## src/rtl/trace_pkg.sv

```systemverilog
// rtl/trace_pkg.sv - shared record layout, default watch mask and register indices
package trace_pkg;

  localparam logic [31:0] DEFAULT_WATCH_MASK = 32'h03FF_FF00;

  localparam int REG_ZERO = 0;
  localparam int REG_AT   = 1;
  localparam int REG_T0   = 8;
  localparam int REG_T7   = 15;
  localparam int REG_S0   = 16;
  localparam int REG_S7   = 23;
  localparam int REG_T8   = 24;
  localparam int REG_T9   = 25;
  localparam int REG_K0   = 26;
  localparam int REG_RA   = 31;

  // Record is packed MSB to LSB as {cycle, pc, addr, data}.
  function automatic int rec_width(int cyc_w, int pc_w, int addr_w, int data_w);
    return cyc_w + pc_w + addr_w + data_w;
  endfunction

  function automatic int data_lsb();
    return 0;
  endfunction

  function automatic int addr_lsb(int data_w);
    return data_w;
  endfunction

  function automatic int pc_lsb(int data_w, int addr_w);
    return data_w + addr_w;
  endfunction

  function automatic int cyc_lsb(int data_w, int addr_w, int pc_w);
    return data_w + addr_w + pc_w;
  endfunction

endpackage

```

## src/rtl/sync_fifo_fwft.sv

```systemverilog
// rtl/sync_fifo_fwft.sv - first-word-fall-through FIFO with count-based full/empty
// The head is held in a register so it stays put once the FIFO drains.
module sync_fifo_fwft #(
  parameter int WIDTH = 8,
  parameter int DEPTH = 8,
  localparam int PTR_W = $clog2(DEPTH),
  localparam int CNT_W = PTR_W + 1
) (
  input  logic             clk,
  input  logic             rst_n,
  input  logic             clear,
  input  logic             push,
  input  logic             pop,
  input  logic [WIDTH-1:0] din,
  output logic [WIDTH-1:0] dout,
  output logic [CNT_W-1:0] count,
  output logic             full,
  output logic             empty
);

  logic [WIDTH-1:0] mem_q [DEPTH];
  logic [WIDTH-1:0] mem_d [DEPTH];
  logic [PTR_W-1:0] wr_ptr_q, wr_ptr_d, rd_ptr_q, rd_ptr_d;
  logic [CNT_W-1:0] count_q, count_d;
  logic [WIDTH-1:0] head_q, head_d;
  logic             push_ok, pop_ok;

  assign empty   = (count_q == '0);
  assign full    = (count_q == CNT_W'(DEPTH));
  assign pop_ok  = pop && !empty;
  assign push_ok = push && (!full || pop_ok);

  always_comb begin
    mem_d    = mem_q;
    wr_ptr_d = wr_ptr_q;
    rd_ptr_d = rd_ptr_q;
    count_d  = count_q;
    head_d   = head_q;
    if (clear) begin
      wr_ptr_d = '0;
      rd_ptr_d = '0;
      count_d  = '0;
    end else begin
      if (push_ok) begin
        mem_d[wr_ptr_q] = din;
        wr_ptr_d        = wr_ptr_q + PTR_W'(1);
      end
      if (pop_ok) rd_ptr_d = rd_ptr_q + PTR_W'(1);
      count_d = count_q + CNT_W'(push_ok) - CNT_W'(pop_ok);
      if (count_d != '0) head_d = mem_d[rd_ptr_d];
    end
  end

  always_ff @(posedge clk) begin
    mem_q <= mem_d;
  end

  always_ff @(posedge clk or negedge rst_n) begin
    if (!rst_n) begin
      wr_ptr_q <= '0;
      rd_ptr_q <= '0;
      count_q  <= '0;
      head_q   <= '0;
    end else begin
      wr_ptr_q <= wr_ptr_d;
      rd_ptr_q <= rd_ptr_d;
      count_q  <= count_d;
      head_q   <= head_d;
    end
  end

  assign dout  = head_q;
  assign count = count_q;

endmodule

```

## src/rtl/regwrite_trace_monitor.sv

```systemverilog
// rtl/regwrite_trace_monitor.sv - captures watched WB register writes as timestamped records
// Never stalls the pipeline: when the buffer is full the record is dropped and counted.
module regwrite_trace_monitor
  import trace_pkg::*;
#(
  parameter int DATA_W = 32,
  parameter int PC_W   = 32,
  parameter int ADDR_W = 5,
  parameter int CYC_W  = 16,
  parameter int DEPTH  = 8,
  parameter logic [(2**ADDR_W)-1:0] WATCH_MASK = DEFAULT_WATCH_MASK,
  parameter int DROP_W = 8
) (
  input  logic                                 clk,
  input  logic                                 rst_n,
  input  logic                                 trace_en,
  input  logic                                 clear,
  input  logic                                 wb_we,
  input  logic [ADDR_W-1:0]                    wb_addr,
  input  logic [DATA_W-1:0]                    wb_data,
  input  logic [PC_W-1:0]                      wb_pc,
  output logic                                 out_valid,
  input  logic                                 out_ready,
  output logic [CYC_W+PC_W+ADDR_W+DATA_W-1:0]  out_rec,
  output logic [$clog2(DEPTH):0]               fifo_count,
  output logic                                 overflow,
  output logic [DROP_W-1:0]                    drop_cnt
);

  localparam int REC_W = rec_width(CYC_W, PC_W, ADDR_W, DATA_W);

  logic [CYC_W-1:0]  cyc_q, cyc_d;
  logic [DROP_W-1:0] drop_cnt_q, drop_cnt_d;
  logic              overflow_q, overflow_d;
  logic              capture, pop_fire, drop, fifo_full, fifo_empty;
  logic [REC_W-1:0]  rec_in;

  assign capture  = trace_en && wb_we && (wb_addr != '0) && WATCH_MASK[wb_addr];
  assign pop_fire = !fifo_empty && out_ready;
  assign drop     = capture && fifo_full && !pop_fire;
  assign rec_in   = {cyc_q, wb_pc, wb_addr, wb_data};

  sync_fifo_fwft #(
    .WIDTH (REC_W),
    .DEPTH (DEPTH)
  ) u_fifo (
    .clk   (clk),
    .rst_n (rst_n),
    .clear (clear),
    .push  (capture),
    .pop   (out_ready),
    .din   (rec_in),
    .dout  (out_rec),
    .count (fifo_count),
    .full  (fifo_full),
    .empty (fifo_empty)
  );

  // Clear wins over a drop on the same edge, so a discarded capture is not counted.
  always_comb begin
    cyc_d      = cyc_q + CYC_W'(1);
    drop_cnt_d = drop_cnt_q;
    overflow_d = overflow_q;
    if (clear) begin
      drop_cnt_d = '0;
      overflow_d = 1'b0;
    end else if (drop) begin
      overflow_d = 1'b1;
      if (drop_cnt_q != '1) drop_cnt_d = drop_cnt_q + DROP_W'(1);
    end
  end

  always_ff @(posedge clk or negedge rst_n) begin
    if (!rst_n) begin
      cyc_q      <= '0;
      drop_cnt_q <= '0;
      overflow_q <= 1'b0;
    end else begin
      cyc_q      <= cyc_d;
      drop_cnt_q <= drop_cnt_d;
      overflow_q <= overflow_d;
    end
  end

  assign out_valid = !fifo_empty;
  assign overflow  = overflow_q;
  assign drop_cnt  = drop_cnt_q;

endmodule
```

## config.mk

```make
export PLATFORM = sky130hd
export DESIGN_NAME = regwrite_trace_monitor
export DESIGN_NICKNAME = d
export VERILOG_FILES = /design/src/rtl/trace_pkg.sv /design/src/rtl/sync_fifo_fwft.sv /design/src/rtl/regwrite_trace_monitor.sv
export SDC_FILE = /design/constraint.sdc
export NUM_CORES = 2
export LEC_CHECK = 0
export ABC_CLOCK_PERIOD_IN_PS = 12610
export CELL_PAD_IN_SITES_DETAIL_PLACEMENT = 1
export CELL_PAD_IN_SITES_GLOBAL_PLACEMENT = 2
export CORE_UTILIZATION = 43
export DETAILED_ROUTE_END_ITERATION = 8
export PLACE_DENSITY_LB_ADDON = 0.1
export SYNTH_ARGS = -nofsm -noshare
export SYNTH_HDL_FRONTEND = slang
export SYNTH_HIERARCHICAL = 1
export SYNTH_SLANG_ARGS = --single-unit
```

## constraint.sdc

```tcl
create_clock -name clk -period 12.61 [get_ports clk]
set_clock_uncertainty 0.1 [all_clocks]
set_input_delay 3.783 -clock clk [delete_from_list [all_inputs] [get_ports clk]]
set_output_delay 3.783 -clock clk [all_outputs]
set_load 0.02 [all_outputs]
```

==> results_dict.tcl <==
set metrics [dict create \
    post_cts_buffers 0 \
    post_synth_most_frequent_cells "edfxtp_1, mux2_2, mux2i_1, inv_1, dfrtp_1" \
    reg2reg_setup_slack_ns 7.21 \
    via_count 23100 \
    rsz0062_at_grt "no" \
    first_pass_grt_wire_length_um 158000 \
    chipHeight_um 302 \
    status "completed" \
    vias_per_cell 5.84 \
    synth-seq-cells 800 \
    drt_wl_total_um 103000 \
    finalHoldViolations 0 \
    final.min_clock_period_ns 8.27 \
    arrival_time_of_data_at_the_critical_path_endpoint_ns 8.68 \
    required_worst_endpoint_ns 13.02 \
    power.static_leakage_nw 17.8 \
    footprint_of_the_multi_input_gates_um2 13800 \
    critical_path.slowest_cell "buf_4" \
    drt_drc_violations_left 0 \
    layoutNonFillerInstCount 3965 \
    power-per-cell-area_nw_per_um2 190 \
    place_inst 3795 \
    met1_usage_pct 31.5 \
    max_cap_violations 0 \
    insertion_delay_ns 0.64 \
    final.hold.worst_slack_ns 0.427 \
    cts_buffers 91 \
    async_flop_share_pct 15.0 \
    grt_use_met3_pct 3.00 \
    drt-pass1-iter-count 5 \
    critical_path.max_fanout 57 \
    grt_overflow_total 0 \
    slew_viol_final 0 \
    hold_path_class "reg -> reg" \
    antenna_violating_nets_post_route 0 \
    floorplan.rows 109 \
    timing.slew.headroom_pct 23.8 \
    per_instance_average_area_after_synthesis_um2 15.0 \
    die_w_um 302 \
    timing.critical_path.max_delay_family "buffers and inverters" \
    post_synth_main_area_contributors "edfxtp_1, mux2_2, dfrtp_1, mux2i_1, mux2_1" \
    post_cts_resized 0 \
    cell_area_after_synthesis_um2 38800 \
    synthMostInstantiatedCell "edfxtp_1" \
    synthToLayoutAreaGrowth_pct 14.4 \
    gp_congestion 0.733 \
    core_area_um2 88900 \
    global_route.usage.met2_pct 38.3 \
    number_of_hold_repair_buffers_added_at_the_cts_stage 0 \
    syn-instance-count 2586 \
    synth_flop_cell "edfxtp_1" \
    drt-initial-drc-count 1510 \
    worstSetupPathType "in -> reg" \
    share_of_final_layout_standard_cells_stronger_than_drive_strength_1_pct 27.9 \
    preCtsSetupSlack_ns 3.74 \
    synth_edf_count 680 \
    min_period_over_period_pct 65.6 \
    postSynthNetCount 2672 \
    timing.critical_path.slowest_cell_delay_ns 0.85 \
    timing.fmax_ghz 0.121 \
    worstSetupStartpointType "primary input" \
    clock_root_buffer "clkbuf_16" \
    numClockSinks 800 \
    final_critical_path_setup_slack_ns 4.34 \
    power.total_mw 8.46 \
    nNetsFinal 2809 \
    synth_top_area_cell "edfxtp_1" \
    cts_max_path_buffers 3 \
    layout.area.seq_um2 23400 \
    io_pins 174 \
    yosys.cell_types.count 61 \
    tightestPinTransition_ns 1.14 \
    post-dp-hpwl_um 56000 \
    synth_seq_area_share_pct 60.3 \
    initial_core_util_pct 43.7 \
    yosys.area.top_type_share_pct 52.6 \
    fillCellCount 8549 \
    finalSetupTns_ns 0 \
    global_route.peak_usage_layer "met2" \
    die_area_um2 91500 \
    timing.critical_path.cells "clkdlybuf4s50_1 -> o211ai_1 -> nor2_1 -> nand2_1 -> ha_1 -> inv_1 -> ha_1 -> inv_1 -> fa_1 -> xor2_1 -> a41oi_4 -> buf_4 -> buf_4 -> nor2_1 -> a221oi_1" \
    route.detailed.wl_per_inst_um 26.0 \
    grt_max_degree 171 \
    tritoncts_clock_tree "done" \
    vias_in_the_first_global_route 25300 \
    setup-violations-final 0 \
    clkTransAtPathRegs_ns 0.06 \
    yosysWarnings 6 \
    grt_util_all_layers_pct 22.7 \
    cp_num_buf_inv 5 \
    htree_num_levels 3 \
    grt_antenna_before_repair 2 \
    crit_path_end_kind "flip-flop" \
    peakVddDrop_mv 0.191 \
    port_buffers 173 \
]
[tightest hold or removal path, delay by kind of cell (launching register included)]
kind	cells	cell delay, ns
compound gates	1	0.05
flops	1	0.38
buf+inv	1	0.05
[per-stage QoR]
step / util, % / cell area (um^2)
6_report: 50.0 / 44400
5_1_grt: 50.0 / 44400
4_1_cts: 50.0 / 44400
3_5_place_dp: 46.7 / 41500
3_3_place_gp: 46.7 / 41500
2_1_floorplan: - / 38800
[layout make-up]
cell class	count	area share, %
well taps	1165	3.28
inverters	193	1.64
clock inverters	38	0.758
repair buffers	213	4.72
flip-flops and latches	800	52.7
diodes	3	0.0169
clock buffers	129	5.75
multi-input cells	1424	31.1
[flip-flops by register name, summed over array words and instances (netlist names)]
name,cells
drop_cnt,8
u_fifo/mem_q,680
u_fifo/wr_ptr_q,3
overflow,1
u_fifo/dout,85
u_fifo/rd_ptr_q,3
u_fifo/count,4
cyc_q,16
[kinds of logic after synthesis]
logic type      count (synthesis)  share of synthesized area [%]
fa+ha+maj                      11                          0.374
mux                           922                           26.0
simple gates                  178                           2.07
xor+xnor                       19                          0.429
flops                         800                           60.3
buf+inv                       362                           4.37
compound gates                294                           6.42
[power breakdown]
part	switching [mW]	internal [mW]	total (mW)
clock network	1.06	1.53	2.59
logic	1.46	1.04	2.50
registers	0.176	3.20	3.37
total	2.70	5.76	8.46
[worst paths after layout]
kind                                            from  depth (start not counted)                     endpoint
setup / recovery                          wb_addr[4]                         15  u_fifo/dout[30]$_DFFE_PN0P_
setup reg to reg           u_fifo/count[2]$_DFF_PN0_                         17  u_fifo/dout[30]$_DFFE_PN0P_
min in group asynchronous                      rst_n                          1  u_fifo/dout[67]$_DFFE_PN0P_
hold / removal                  overflow$_DFFE_PN0P_                          2         overflow$_DFFE_PN0P_
hold reg to reg                 overflow$_DFFE_PN0P_                          2         overflow$_DFFE_PN0P_
max in group asynchronous                      rst_n                          2  u_fifo/dout[10]$_DFFE_PN0P_
[layout by cell type, fill, tap and decap left out, types with 4 or more instances in the layout]
cell	synthesis	final
and3_1	5	5
clkinv_2	0	21
clkdlybuf4s50_1	0	172
a221oi_1	85	85
xor2_1	9	9
ha_1	10	10
a21oi_1	9	9
mux2_2	579	579
clkinv_1	0	9
dfrtp_1	120	120
bufinv_16	0	6
clkbuf_16	0	93
clkbuf_1	45	27
or4_1	4	4
buf_4	36	35
nor3_1	5	5
mux2i_1	254	254
o211ai_4	1	6
nor2_1	98	98
nand2_1	27	27
o31ai_1	5	5
nand4_1	4	4
buf_12	0	5
a22oi_1	75	75
a32oi_1	7	7
xnor2_1	10	10
nand3_1	16	16
edfxtp_1	680	680
clkbuf_8	0	9
inv_1	191	190
mux2_1	86	86
o221ai_1	82	82
[metal layers]
layer / share of wire, % / routed length [um]
met1: 45 / 46500
met2: 49 / 50800
met3: 4.0 / 4130
met4: 1.6 / 1660
met5: 0.0087 / 9
(Power assumes the default switching activity.)
